### src/rtl/btn_step_debounce_pkg.sv
// Shared definitions for the step-button conditioner: the 2-bit FSM state
// encoding, the board-clock default debounce length and a small helper.
package btn_step_debounce_pkg;

  // Debounce FSM states (2-bit encoding, reused by other IO blocks)
  typedef enum logic [1:0] {
    ST_IDLE       = 2'd0,
    ST_PRESS_WAIT = 2'd1,
    ST_PRESSED    = 2'd2,
    ST_REL_WAIT   = 2'd3
  } btn_state_e;

  // 10 ms at the 100 MHz board clock
  localparam int unsigned DEFAULT_DEBOUNCE_CYCLES = 32'd1000000;

  // Larger of two unsigned values, used to size shared counters
  function automatic int unsigned max_u(input int unsigned a, input int unsigned b);
    if (a > b) begin
      return a;
    end else begin
      return b;
    end
  endfunction

endpackage

### src/rtl/btn_step_debounce_if.sv
// Button pad and conditioned-button signals between the pad, the
// conditioner (slave) and its consumer, the PDU step input (master).
interface btn_step_debounce_if;
  logic       btn_raw;
  logic       btn_level;
  logic       btn_pulse;
  logic       btn_rel_pulse;
  logic [7:0] press_cnt;

  modport slave (
    input  btn_raw,
    output btn_level,
    output btn_pulse,
    output btn_rel_pulse,
    output press_cnt
  );

  modport master (
    output btn_raw,
    input  btn_level,
    input  btn_pulse,
    input  btn_rel_pulse,
    input  press_cnt
  );
endinterface

### src/rtl/btn_step_debounce_sync_ff.sv
// sync_ff: N-stage synchroniser for a single asynchronous input, with
// synchronous active-high reset clearing every stage.
module sync_ff #(
  parameter int unsigned STAGES = 32'd2
) (
  input  logic clk,
  input  logic rst,
  input  logic d,
  output logic q
);

  logic [STAGES-1:0] sync_r;

  // Shift the asynchronous input through the synchroniser chain
  always_ff @(posedge clk) begin
    if (rst) begin
      sync_r <= {STAGES{1'b0}};
    end else begin
      sync_r <= {sync_r[STAGES-2:0], d};
    end
  end

  assign q = sync_r[STAGES-1];

endmodule

### src/rtl/btn_step_debounce.sv
// btn_step_debounce: synchronises and debounces the single-step push button
// and produces a clean level plus one-cycle press and release strobes.
// Optional feature macro: BTN_AUTO_REPEAT_EN (auto-repeat press pulses
// while the button is held).
module btn_step_debounce
  import btn_step_debounce_pkg::*;
#(
  parameter int unsigned SYNC_STAGES     = 32'd2,
  parameter int unsigned DEBOUNCE_CYCLES = DEFAULT_DEBOUNCE_CYCLES,
  parameter int unsigned HOLD_CYCLES     = 32'd50000000,
  parameter int unsigned REPEAT_CYCLES   = 32'd10000000
) (
  input  logic                clk,
  input  logic                rst,
  btn_step_debounce_if.slave  btn
);

  if (SYNC_STAGES < 32'd2 || DEBOUNCE_CYCLES < 32'd2 ||
      HOLD_CYCLES < 32'd1 || REPEAT_CYCLES < 32'd1) begin : g_param_check
    $error("btn_step_debounce: illegal parameter value");
  end

  // cnt is cleared on every state entry, so it never needs to exceed LAST
  localparam int unsigned    CNT_W    = $clog2(DEBOUNCE_CYCLES);
  localparam logic [CNT_W-1:0] CNT_LAST = CNT_W'(DEBOUNCE_CYCLES - 32'd1);
  localparam logic [CNT_W-1:0] CNT_ONE  = CNT_W'(32'd1);

  logic             btn_sync_s;
  btn_state_e       state_r, state_s;
  logic [CNT_W-1:0] cnt_r, cnt_s;
  logic             level_r, level_s;
  logic             pulse_r, pulse_s;
  logic             rel_r, rel_s;
  logic [7:0]       press_cnt_r, press_cnt_s;

`ifdef BTN_AUTO_REPEAT_EN
  // One counter serves both the initial hold and the repeat period
  localparam int unsigned HOLD_W = $clog2(max_u(HOLD_CYCLES, REPEAT_CYCLES) + 32'd1);
  localparam logic [HOLD_W-1:0] HOLD_LAST = HOLD_W'(HOLD_CYCLES - 32'd1);
  localparam logic [HOLD_W-1:0] REP_LAST  = HOLD_W'(REPEAT_CYCLES - 32'd1);
  localparam logic [HOLD_W-1:0] HOLD_ONE  = HOLD_W'(32'd1);

  logic [HOLD_W-1:0] hold_r, hold_s;
  logic              rep_r, rep_s;   // first repeat already issued
`endif

  sync_ff #(.STAGES(SYNC_STAGES)) u_sync (
    .clk (clk),
    .rst (rst),
    .d   (btn.btn_raw),
    .q   (btn_sync_s)
  );

  // State, counters and registered outputs
  always_ff @(posedge clk) begin
    if (rst) begin
      state_r     <= ST_IDLE;
      cnt_r       <= {CNT_W{1'b0}};
      level_r     <= 1'b0;
      pulse_r     <= 1'b0;
      rel_r       <= 1'b0;
      press_cnt_r <= 8'd0;
`ifdef BTN_AUTO_REPEAT_EN
      hold_r      <= {HOLD_W{1'b0}};
      rep_r       <= 1'b0;
`endif
    end else begin
      state_r     <= state_s;
      cnt_r       <= cnt_s;
      level_r     <= level_s;
      pulse_r     <= pulse_s;
      rel_r       <= rel_s;
      press_cnt_r <= press_cnt_s;
`ifdef BTN_AUTO_REPEAT_EN
      hold_r      <= hold_s;
      rep_r       <= rep_s;
`endif
    end
  end

  // Next-state logic: debounce in both directions, strobes last one cycle
  always_comb begin
    state_s     = state_r;
    cnt_s       = cnt_r;
    level_s     = level_r;
    pulse_s     = 1'b0;
    rel_s       = 1'b0;
    press_cnt_s = press_cnt_r;
`ifdef BTN_AUTO_REPEAT_EN
    hold_s      = hold_r;
    rep_s       = rep_r;
`endif
    case (state_r)
      ST_IDLE: begin
        if (btn_sync_s) begin
          state_s = ST_PRESS_WAIT;
          cnt_s   = {CNT_W{1'b0}};
        end else begin
          state_s = ST_IDLE;
        end
      end
      ST_PRESS_WAIT: begin
        if (!btn_sync_s) begin
          state_s = ST_IDLE;
        end else if (cnt_r == CNT_LAST) begin
          state_s     = ST_PRESSED;
          level_s     = 1'b1;
          pulse_s     = 1'b1;
          press_cnt_s = press_cnt_r + 8'd1;
`ifdef BTN_AUTO_REPEAT_EN
          hold_s      = {HOLD_W{1'b0}};
          rep_s       = 1'b0;
`endif
        end else begin
          cnt_s = cnt_r + CNT_ONE;
        end
      end
      ST_PRESSED: begin
        if (!btn_sync_s) begin
          state_s = ST_REL_WAIT;
          cnt_s   = {CNT_W{1'b0}};
`ifdef BTN_AUTO_REPEAT_EN
          hold_s  = {HOLD_W{1'b0}};
          rep_s   = 1'b0;
`endif
        end else begin
`ifdef BTN_AUTO_REPEAT_EN
          if ((!rep_r && hold_r == HOLD_LAST) || (rep_r && hold_r == REP_LAST)) begin
            pulse_s     = 1'b1;
            press_cnt_s = press_cnt_r + 8'd1;
            hold_s      = {HOLD_W{1'b0}};
            rep_s       = 1'b1;
          end else begin
            hold_s = hold_r + HOLD_ONE;
          end
`else
          state_s = ST_PRESSED;
`endif
        end
      end
      ST_REL_WAIT: begin
        if (btn_sync_s) begin
          // Release bounce: back to pressed without a new strobe
          state_s = ST_PRESSED;
`ifdef BTN_AUTO_REPEAT_EN
          hold_s  = {HOLD_W{1'b0}};
          rep_s   = 1'b0;
`endif
        end else if (cnt_r == CNT_LAST) begin
          state_s = ST_IDLE;
          level_s = 1'b0;
          rel_s   = 1'b1;
        end else begin
          cnt_s = cnt_r + CNT_ONE;
        end
      end
      default: begin
        state_s = ST_IDLE;
        cnt_s   = {CNT_W{1'b0}};
        level_s = 1'b0;
      end
    endcase
  end

  assign btn.btn_level     = level_r;
  assign btn.btn_pulse     = pulse_r;
  assign btn.btn_rel_pulse = rel_r;
  assign btn.press_cnt     = press_cnt_r;

endmodule

### src/flat_wrapper.sv
// flat-port wrapper written by rule: the top's interface ports become plain ports
module btn_step_debounce_flat import btn_step_debounce_pkg::*;
#(
  parameter int unsigned SYNC_STAGES     = 32'd2,
  parameter int unsigned DEBOUNCE_CYCLES = DEFAULT_DEBOUNCE_CYCLES,
  parameter int unsigned HOLD_CYCLES     = 32'd50000000,
  parameter int unsigned REPEAT_CYCLES   = 32'd10000000
)
  (clk, rst, btn_btn_raw, btn_btn_level, btn_btn_pulse, btn_btn_rel_pulse, btn_press_cnt);
  btn_step_debounce_if btn_i ();
  input  logic clk;
  input  logic rst;
  input wire logic [$bits(btn_i.btn_raw)-1:0] btn_btn_raw;
  output wire logic [$bits(btn_i.btn_level)-1:0] btn_btn_level;
  output wire logic [$bits(btn_i.btn_pulse)-1:0] btn_btn_pulse;
  output wire logic [$bits(btn_i.btn_rel_pulse)-1:0] btn_btn_rel_pulse;
  output wire logic [$bits(btn_i.press_cnt)-1:0] btn_press_cnt;
  assign btn_i.btn_raw = btn_btn_raw;
  assign btn_btn_level = btn_i.btn_level;
  assign btn_btn_pulse = btn_i.btn_pulse;
  assign btn_btn_rel_pulse = btn_i.btn_rel_pulse;
  assign btn_press_cnt = btn_i.press_cnt;
  btn_step_debounce #(.SYNC_STAGES(SYNC_STAGES), .DEBOUNCE_CYCLES(DEBOUNCE_CYCLES), .HOLD_CYCLES(HOLD_CYCLES), .REPEAT_CYCLES(REPEAT_CYCLES)) u_core (.clk(clk), .rst(rst), .btn(btn_i));
endmodule
### config.mk
export PLATFORM = sky130hd
export DESIGN_NAME = btn_step_debounce_flat
export DESIGN_NICKNAME = d
export VERILOG_FILES = /design/src/rtl/btn_step_debounce_pkg.sv /design/src/rtl/btn_step_debounce_if.sv /design/src/rtl/btn_step_debounce_sync_ff.sv /design/src/rtl/btn_step_debounce.sv /design/src/flat_wrapper.sv
export SDC_FILE = /design/constraint.sdc
export NUM_CORES = 1
export LEC_CHECK = 0
export BUFFER_PORTS_ARGS = -buffer_cell sky130_fd_sc_hd__buf_2
export CORE_ASPECT_RATIO = 0.9
export CORE_UTILIZATION = 45
export DETAILED_ROUTE_END_ITERATION = 8
export GPL_TIMING_DRIVEN = 0
export SLEW_MARGIN = 20
export SYNTH_ARGS = -nofsm -noshare
export SYNTH_HDL_FRONTEND = slang
export SYNTH_HIERARCHICAL = 1
export SYNTH_SLANG_ARGS = --single-unit
### constraint.sdc
create_clock -name clk -period 3.2 [get_ports clk]
set_input_delay 0.16 -clock clk [delete_from_list [all_inputs] [get_ports clk]]
set_output_delay 0.16 -clock clk [all_outputs]
set_load 0.02 [all_outputs]
### Yosys cells after proc, flatten, opt, wreduce, memory -nomap -nowiden

Index checks and enable logic that the tools add are counted.

* RAM bits: 0
* flip-flop bits (word level): 35
* input bits: 3
* bits in latches: 0
* output and inout bits: 11
* memory bits (read-only): 0
* memories: 0

* div/mod/pow operators: 0
* bitwise operators: 3
* add/sub/neg operators: 2
* reductions and logical operators: 8
* shift-type cells: 0
* $mul: 0
* $lt $le $gt $ge: 0
* equal/unequal tests: 12
* multiplexer cells: 19

Operator list (number)
* 20-bit two-way mux: 5
* 20-bit case mux with 4 select lines: 1
* 20-bit by 1-bit adder with 20-bit output, second input constant: 1
* 20-bit equality test, second input constant: 1
* 8-bit by 1-bit adder with 8-bit output, second input constant: 1
* 2-bit two-way mux: 4
* 2-bit != test, second input constant: 4
* 2-bit case mux with 4 select lines: 1
* 1-bit two-way mux: 7
* 3-bit by 2-bit != test with 1-bit output, second input constant: 2
* 3-bit OR reduction: 2
* 5-bit AND reduction: 1
* 2-bit equality test, second input constant: 2
* 2-bit by 1-bit != test with 1-bit output, second input constant: 2
* 4-bit AND reduction: 1
* 1-bit inverter: 3
* 3-bit AND reduction: 1
* 2-bit by 1-bit equality test with 1-bit output, second input constant: 1
* 2-bit logical NOT: 1
* 1-bit case mux with 2 select lines: 1
* 2-bit AND reduction: 1
* 2-bit nonzero test: 1

### Logic depth before layout (Yosys ltp)

Gate-level depths: netlist (run 1).

* depth after elaboration: 4
* depth in mapped cells: 7
* mapped depth without buffers: 6

### Modules after synthesis

Netlist (run 1), hierarchy kept.

By module, submodules not included
* btn_step_debounce: cells each 181, area each 1606.5 µm², times used 1
* sync_ff: cells each 4, area each 52.6 µm², times used 1

### Worst setup path before layout (run 1)

Ideal clock, no wire load.

* kind: register to register
* start: reg u_core.cnt_r[0]
* end: reg u_core.press_cnt_r[7], in the netlist u_core/btn.press_cnt[7]
* arrival time: 1.876 ns
* data required time: 3.079 ns
* clock period less this slack: 1.997 ns
* setup slack: 1.203 ns
* setup time: 0.121 ns
* buffers on the path: 1
* cell stages (with the launch flop): 8
* path through: dfxtp_1 -> ha_1 -> inv_1 -> or4b_4 -> buf_6 -> nor3_4 -> nand3_2 -> mux2_4

* longest elaborated chain between the ends: 2

RTL lines
* from (decl): RTL line btn_step_debounce.sv:30 `logic [CNT_W-1:0] cnt_r, cnt_s;`
* from (signal assigned): RTL line btn_step_debounce.sv:58 `cnt_r <= {CNT_W{1'b0}};`
* from (signal assigned): RTL line btn_step_debounce.sv:69 `cnt_r <= cnt_s;`
* 20-bit equality test: RTL line btn_step_debounce.sv:105 `end else if (cnt_r == CNT_LAST) begin`
* 3-bit AND reduction (no line)
* to (signal assigned): RTL line btn_step_debounce.sv:73 `press_cnt_r <= press_cnt_s;`
* to (decl): RTL line btn_step_debounce.sv:34 `logic [7:0] press_cnt_r, press_cnt_s;`

No other way between the ends.
A chain may end at the register's enable or synchronous reset.

### Worst setup path in the final report (run 1)

* start: reg u_core.cnt_r[6]
* end: reg u_core.press_cnt_r[7], in the netlist u_core/btn.press_cnt[7]

The elaborated chain is that of the path after synthesis.

==> impl_results.md, run 1 <==
- Critical path fanouts, max: 10
- Chip height: around 60 µm
- Max VDD drop: approximately 250 µV
- HP Class: primary input to flip-flop
- Clock latency on the worst-skew pair: ~0.28 ns
- Crit path time final: approximately 2.2 ns
- Initial Utilization: just under 50%
- GRT Total Usage: ~20%
- Worst clock skew: a little under 0.004 ns
- Final setup fails: 0
- Crit end category: flip-flop
- Vias in the first global route: around 1300
- Required @ worst endpoint: approximately 3.4 ns
- Worst hold path endpoint: u_core/u_sync/sync_r[1]
- Slowest Stage Delay on Critical Path: roughly 0.53 ns
- Top_reg_cell synth: dfxtp_1
- Core Footprint: roughly 3500 µm²
- F_max: 0.457 GHz
- Actual slew at the worst max-slew pin: ~0.65 ns
- Initial antenna violation count: 0
- Avg Cell Area, Syn: around 9.0 µm²
- Area delta synth->final: 13.3%
- CTS tree: yes
- Clock root cell: clkbuf_8
- Hold_sp: rst
- Largest net degree at the start of global routing: 11
- Reg-to-reg critical path endpoint: u_core/btn.press_cnt[7]
- WL final: between 3000 and 4000 µm
- Net Count, Synth: 190
- Fin crit share: 68.4%
- Postcts setup bufs: 0
- R2r setup slk: 1.01 ns
- Max_cap viols: 0
- Crit-path cells: nor4_1, or4b_4, buf_6, nor3_4, nand3_2, mux2_4
- FF-to-FF path depth: 6
- CTS Buf Count: 5
- First-pass GRT wire length: about 5800 µm
- Largest area contributor in the netlist: dfxtp_1
- Initial DRT Pass Iterations: 5
- Nets: 210
- Reg2reg start: u_core/cnt_r[6]
- Yosys warns: 6
- PortBufs: 13
- Max-slew violations: 0
- Worst path arrival time: around 2.4 ns
- Setup crit start kind: flip-flop
- Cell count after synthesis: 185
- Routability cong.: 0.795
- Cell Count Post-Placement: roughly 240
- Number of diodes: 0
- Power Density: approximately 430 nW/µm²
- Cts hold-fix bufs: 0
- Post-synth EDFFs: 0
- Num rows: 20
- Final Instance Count excl. Fillers: 250
- Sinks on the clock net: 35
- Ys async rst share: 0%
- Area contributors post-synth: dfxtp_1 42%, xnor2_1 7.9%, nor2_1 6.8%, xor2_1 4.2%, nand3_1 3.9%
- Leak: 0.685 nW
- Vias per cell: between 5 and 6
- Via Count: roughly 1300
- Slowest cell on crit path: or4b_4
- WL/cell: roughly 14 µm
- HPWL after detailed placement: 2570 µm
- Seq cells post-synth: 35
- Seq/Total Area, Yosys: 42.2%
- WHS Path Cells: 2
- CP Class: flip-flop to flip-flop
- DRC Markers: 0
- Resized cells post-CTS: 0
- H-tree Lvls: 2
- Hold Violations, Final: 0
- 1st-iter DRT viols: 58
- GRT Residual Overflow: 0
- Cell area after synthesis: 1660 µm²
- Yosys cell types: 44
- Slew headroom: around 57%
- RSZ-0062 raised after global routing: no
- Setup_tns: 0 ns
- Outcome: finished, final reports clean
- Share of Yosys cell area claimed by the top area cell type: 42.2%
- Width of the die: approximately 66 µm
- CTS clk-pin slew, worst paths: about 0.07 ns
- Clock tree buffer depth: 2
- Layout cells sized above 1: around 14%
- Die footprint: 3930 µm²
- Ports: 14
- Post-route ant nets: 0
routing by layer:
layer	GRT usage, %	vias up	routed length (µm)
met4	5.47	0	18
met3	5.19	2	132
met1	26.3	641	1700
li1	-	686	-
met2	32.2	18	1620
met5	0	-	0
sequential cells by signal, summed over array words and instances (netlist names), named ones only:
register and cells:
u_core/cnt_r 20, u_core/btn.btn_rel_pulse 1, u_core/btn.press_cnt 8, u_core/btn.btn_pulse 1
u_core/btn.btn_level 1, u_core/u_sync/sync_r 2, u_core/state_r 1
critical path: cells and delay by family (launching register included):
family | cells | cell delay (ns)
and+or+nand+nor | 4 | 1.26
DFF | 1 | 0.35
muxes | 1 | 0.30
buffers and inverters | 1 | 0.16
per-stage QoR:
step                      setup WS, ns  power (W)  instance area [µm²]  hold WS [ns]  util (%)
after floorplan                   1.20   0.000470                 1660         0.232         -
after global placement            1.05   0.000479                 1780         0.348      51.5
after detailed placement          1.04   0.000479                 1780         0.359      51.5
after CTS                         1.02   0.000822                 1880        0.0619      54.4
after global routing             0.858   0.000851                 1880        0.0576      54.4
final                             1.01   0.000816                 1880        0.0660      54.4
cells in the mapped netlist, types with 2 or more instances:
master / number
nor2b_1: 3
clkbuf_1: 5
nor4bb_1: 4
nor4_1: 2
inv_1: 7
o211ai_1: 2
nand3_1: 13
ha_1: 2
o21ai_0: 2
nand4_1: 3
a21oi_1: 6
a22o_1: 2
nor4_2: 2
a211oi_1: 2
nor3b_1: 2
nand2_1: 10
a211o_1: 2
nor2_1: 30
xor2_1: 8
dfxtp_1: 35
and3_1: 2
xnor2_1: 15
nor3_1: 5
report_power, final:
part / switching (W) / internal, W / total [W]
Combinational: 0.0000202 / 0.00000791 / 0.0000281
Clock: 0.000151 / 0.000196 / 0.000347
Sequential: 0.00000183 / 0.000439 / 0.000441
Total: 0.000173 / 0.000644 / 0.000816
cell families after synthesis:
group                    share of synthesized area, %
AND/OR/NAND/NOR                                  29.9
flip-flops                                       42.2
XOR/XNOR                                         12.1
AO/OA/AOI/OAI                                    9.05
buffers and inverters                            3.62
multiplexers                                     1.58
adder cells (fa/ha/maj)                          1.51
layout by cell type (no fill, tap or decap), drive strengths merged:
cell type and count:
nor4b 1, clkbuf 13, dfxtp 35, and4b 1, xnor2 15, nand2 10, nor3 6, a22o 2
a2bb2oi 1, o31ai 1, a211o 2, nor4 4, o22ai 1, nor4bb 4, inv 7, mux2 2
and3b 1, nand4 4, and4 1, nor3b 2, or4 1, a21oi 6, buf 15, nand3 14
o311ai 1, nor2b 3, o211ai 2, nor2 30, or4b 2, and3 2, o21ai 4, or3 1
xor2 8, a211oi 2, ha 2
final cells by class:
| cell class | instances | area (µm²) |
|---|---|---|
| fill | 327 | 1570 |
| multi-input combinational | 136 | 898 |
| sequential | 35 | 701 |
| clock buffer | 8 | 100 |
| timing repair buffer | 13 | 65.1 |
| tap | 44 | 55.1 |
| buffer | 7 | 33.8 |
| inverter | 7 | 26.3 |
worst max path at each step:
| stage | from | end | slack, ns | cells after the start |
|---|---|---|---|---|
| 4_1_cts | u_core/cnt_r[0] | u_core/btn.press_cnt[7] | 1.02 | 7 |
| 3_5_place_dp | u_core/cnt_r[0] | u_core/btn.press_cnt[7] | 1.04 | 7 |
| 3_3_place_gp | u_core/cnt_r[6] | u_core/btn.press_cnt[7] | 1.05 | 6 |
| 6_report | u_core/cnt_r[6] | u_core/btn.press_cnt[7] | 1.01 | 6 |
| 2_1_floorplan | u_core/cnt_r[0] | u_core/btn.press_cnt[7] | 1.20 | 7 |
| 5_1_grt | u_core/cnt_r[19] | u_core/cnt_r[19] | 0.86 | 6 |
No activity file was read; power rests on OpenSTA's default activity.
==> run 2: changes to the inputs <==
--- a/config.mk
+++ b/config.mk
@@ -10,6 +10,7 @@
 export CORE_UTILIZATION = 45
 export DETAILED_ROUTE_END_ITERATION = 8
 export GPL_TIMING_DRIVEN = 0
+export PLACE_DENSITY = 0.65
 export SLEW_MARGIN = 20
 export SYNTH_ARGS = -nofsm -noshare
 export SYNTH_HDL_FRONTEND = slang
==> constraint.sdc (replaced) <==
create_clock -name clk -period 2 [get_ports clk]
set_input_delay 0.1 -clock clk [delete_from_list [all_inputs] [get_ports clk]]
set_output_delay 0.1 -clock clk [all_outputs]
set_load 0.02 [all_outputs]
==> run 2 against run 1 <==
  * The flow now finishes with violations (negative setup slack)
  * Wire length up 9.2%
  * Register-to-register slack worse by 1.1 ns
  * Die area unchanged
  * Worst setup slack worse by 1.1 ns
  * Cell count up 2.8%
  * Global-route usage up 0.32 points
  * Total power up 61%
  * Via count up 5.2%
  * Fmax up 6.0%
  * Sequential share of layout area down 2.8 points
  * Clock power up 61%
  * Clock skew up 0.0016 ns
==> impl_results.md, run 2 (synthesized netlist as in run 1, its figures left out) <==
- Commonest non-fill, non-tap cell in the layout: nor2_1
- Initial Utilization: 48.0% (unchanged)
- Max-slew violations: 0 (unchanged)
- Dpl ws: -0.139 ns (-1.18 ns)
- Net Sw Frac: 21.5% (+0.30 points)
- WL final: 3790 µm (+9.2%)
- CTS Buf Count: 5 (unchanged)
- F_max: 0.484 GHz (+6.0%)
- Clock latency on the worst-skew pair: 0.29 ns (about the same)
- Power Density: 631 nW/µm² (+45%)
- 1st-iter DRT viols: 78 (+34%)
- CP Class: flip-flop to flip-flop
- Initial DRT Pass Iterations: 4 (-1)
- DRC Markers: 0 (unchanged)
- Worst clock skew: 0.00552 ns (+0.00157 ns)
- HP Class: primary input to flip-flop
- Most frequent cells in the layout: 29 x nor2_1, 26 x dfxtp_1, 14 x xnor2_1
- Sinks on the clock net: 35 (unchanged)
- Crit path time final: 2.07 ns (-0.124 ns)
- Ports: 14 (unchanged)
- Crit end category: flip-flop
- PortBufs: 13 (unchanged)
- Die footprint: 3930 µm² (unchanged)
- H-tree Lvls: 2 (unchanged)
- Via Count: 1417 (+5.2%)
- P_int: 0.00103 W (+60%)
- Actual slew at the worst max-slew pin: 0.694 ns (+0.0463 ns)
- Clock root cell: clkbuf_8
- Fin crit share: 103% (+35 points)
- RSZ-0062 raised after global routing: yes
- Fin worst setup slack: -0.0659 ns (-1.08 ns)
- Switching pwr: 0.000281 W (+63%)
- Outcome: complete, but fails checks
- CTS clk-pin slew, worst paths: 0.07 ns (about the same)
- Area delta synth->final: 25.3%
- First-pass GRT wire length: 5910 µm (+1.4%)
- GRT Total Usage: 20.2% (+0.32 points)
- GRT Residual Overflow: 0 (unchanged)
- Chip height: 59.6 µm (unchanged)
- Routability cong.: 0.821 (+3.4%)
- Fin area: 2080 µm² (+11%)
- Core Footprint: 3450 µm² (unchanged)
- Placed inst area: 1780 µm² (unchanged)
- Vias in the first global route: 1288 (+1.3%)
- Setup crit start kind: flip-flop
- Max VDD drop: 351 µV (+41%)
- WL/cell: 14.8 µm (+6.2%)
- Critical path fanouts, max: 6 (-4)
- CTS tree: yes
- Clock power share: 42.5% (about the same)
- Most flops, register: u_core/cnt_r
- Max_cap viols: 0 (unchanged)
- Max reg flops: 20 (unchanged)
- Initial antenna violation count: 0 (unchanged)
- Largest net degree at the start of global routing: 11 (unchanged)
- Slew headroom: 53.4% (-3.1 points)
- Worst path arrival time: 2.25 ns (-0.11 ns)
- Failing checks: negative setup slack
- Num rows: 20 (unchanged)
- Clock tree buffer depth: 2 (unchanged)
- Width of the die: 66.0 µm (unchanged)
- Logic pwr share: 3.7% (+0.3 points)
- Nets: 217 (+3.3%)
- Number of diodes: 0 (unchanged)
- Util after Layout: 60.2% (+5.8 points)
- Hold Violations, Final: 0 (unchanged)
- Flop pwr share: 53.8% (-0.2 points)
- Final setup fails: 3 (+3)
- Post-route ant nets: 0 (unchanged)
- Hold slack: 0.0402 ns (-0.0258 ns)
- HPWL after detailed placement: 2460 µm (-4.2%)
- Vias per cell: 5.51 (+2.3%)
- Layout cells sized above 1: 27.7% (+14 points)
- Leak: 0.765 nW (+12%)
- Required @ worst endpoint: 2.18 ns (-1.19 ns)
-- run 2: cell type report --
type                       count  area [µm²]
sequential                    35         717
multi-input combinational    136        1010
fill                         319        1380
timing repair buffer          22         139
inverter                       7        26.3
clock buffer                   8         100
tap                           44        55.1
buffer                         5        30.0
-- run 2: worst paths after layout --
path                                              start                       to  depth (start not counted)  slack, ns
worst min register to register  u_core/u_sync/sync_r[0]  u_core/u_sync/sync_r[1]                          1       0.44
worst max-delay path                    u_core/cnt_r[6]  u_core/btn.press_cnt[7]                          6      -0.07
worst max register to register          u_core/cnt_r[6]  u_core/btn.press_cnt[7]                          6      -0.07
worst min-delay path                        btn_btn_raw  u_core/u_sync/sync_r[0]                          2       0.04
-- run 2: power by group through the flow --
stage	Sequential (W)	Clock, W	Combinational, W
2_1_floorplan	0.000725	0	0.0000262
3_3_place_gp	0.000721	0	0.0000443
3_5_place_dp	0.000721	0	0.0000451
4_1_cts	0.000705	0.000566	0.0000479
5_1_grt	0.000706	0.000598	0.0000528
6_report	0.000706	0.000557	0.0000484
-- run 2: critical path, stage by stage (launching register included) --
cell and delay (ns):
dfxtp_4 0.36, nor4_4 0.30, or4b_4 0.54, buf_8 0.16, nor3_4 0.20, nand3_2 0.09, mux2_4 0.30
-- run 2: timing repair --
action                                  4_1_cts  5_1_grt
hold endpoints to repair                      2        0
endpoints found under the setup margin       10       21
pin swaps                                     3        8
buffers inserted                              0        8
resized for setup                            13       20
hold buffers                                  1        0
-- run 2: routing by layer --
| metal | GRT usage, % | wire length (µm) | vias up |
|---|---|---|---|
| met3 | 4.81 | 168 | 7 |
| met4 | 9.12 | 53 | 0 |
| li1 | - | - | 701 |
| met5 | 0 | 0 | - |
| met1 | 26.5 | 1760 | 674 |
| met2 | 31.6 | 1810 | 35 |
-- run 2: stage by stage --
| step | TNS, ns | power, W | instances |
|---|---|---|---|
| after floorplan | 0 | 0.000752 | 185 |
| after global placement | -0.502 | 0.000766 | 242 |
| after detailed placement | -0.581 | 0.000767 | 242 |
| after CTS | -0.0310 | 0.00132 | 250 |
| after global routing | -0.824 | 0.00136 | 257 |
| final | -0.148 | 0.00131 | 257 |
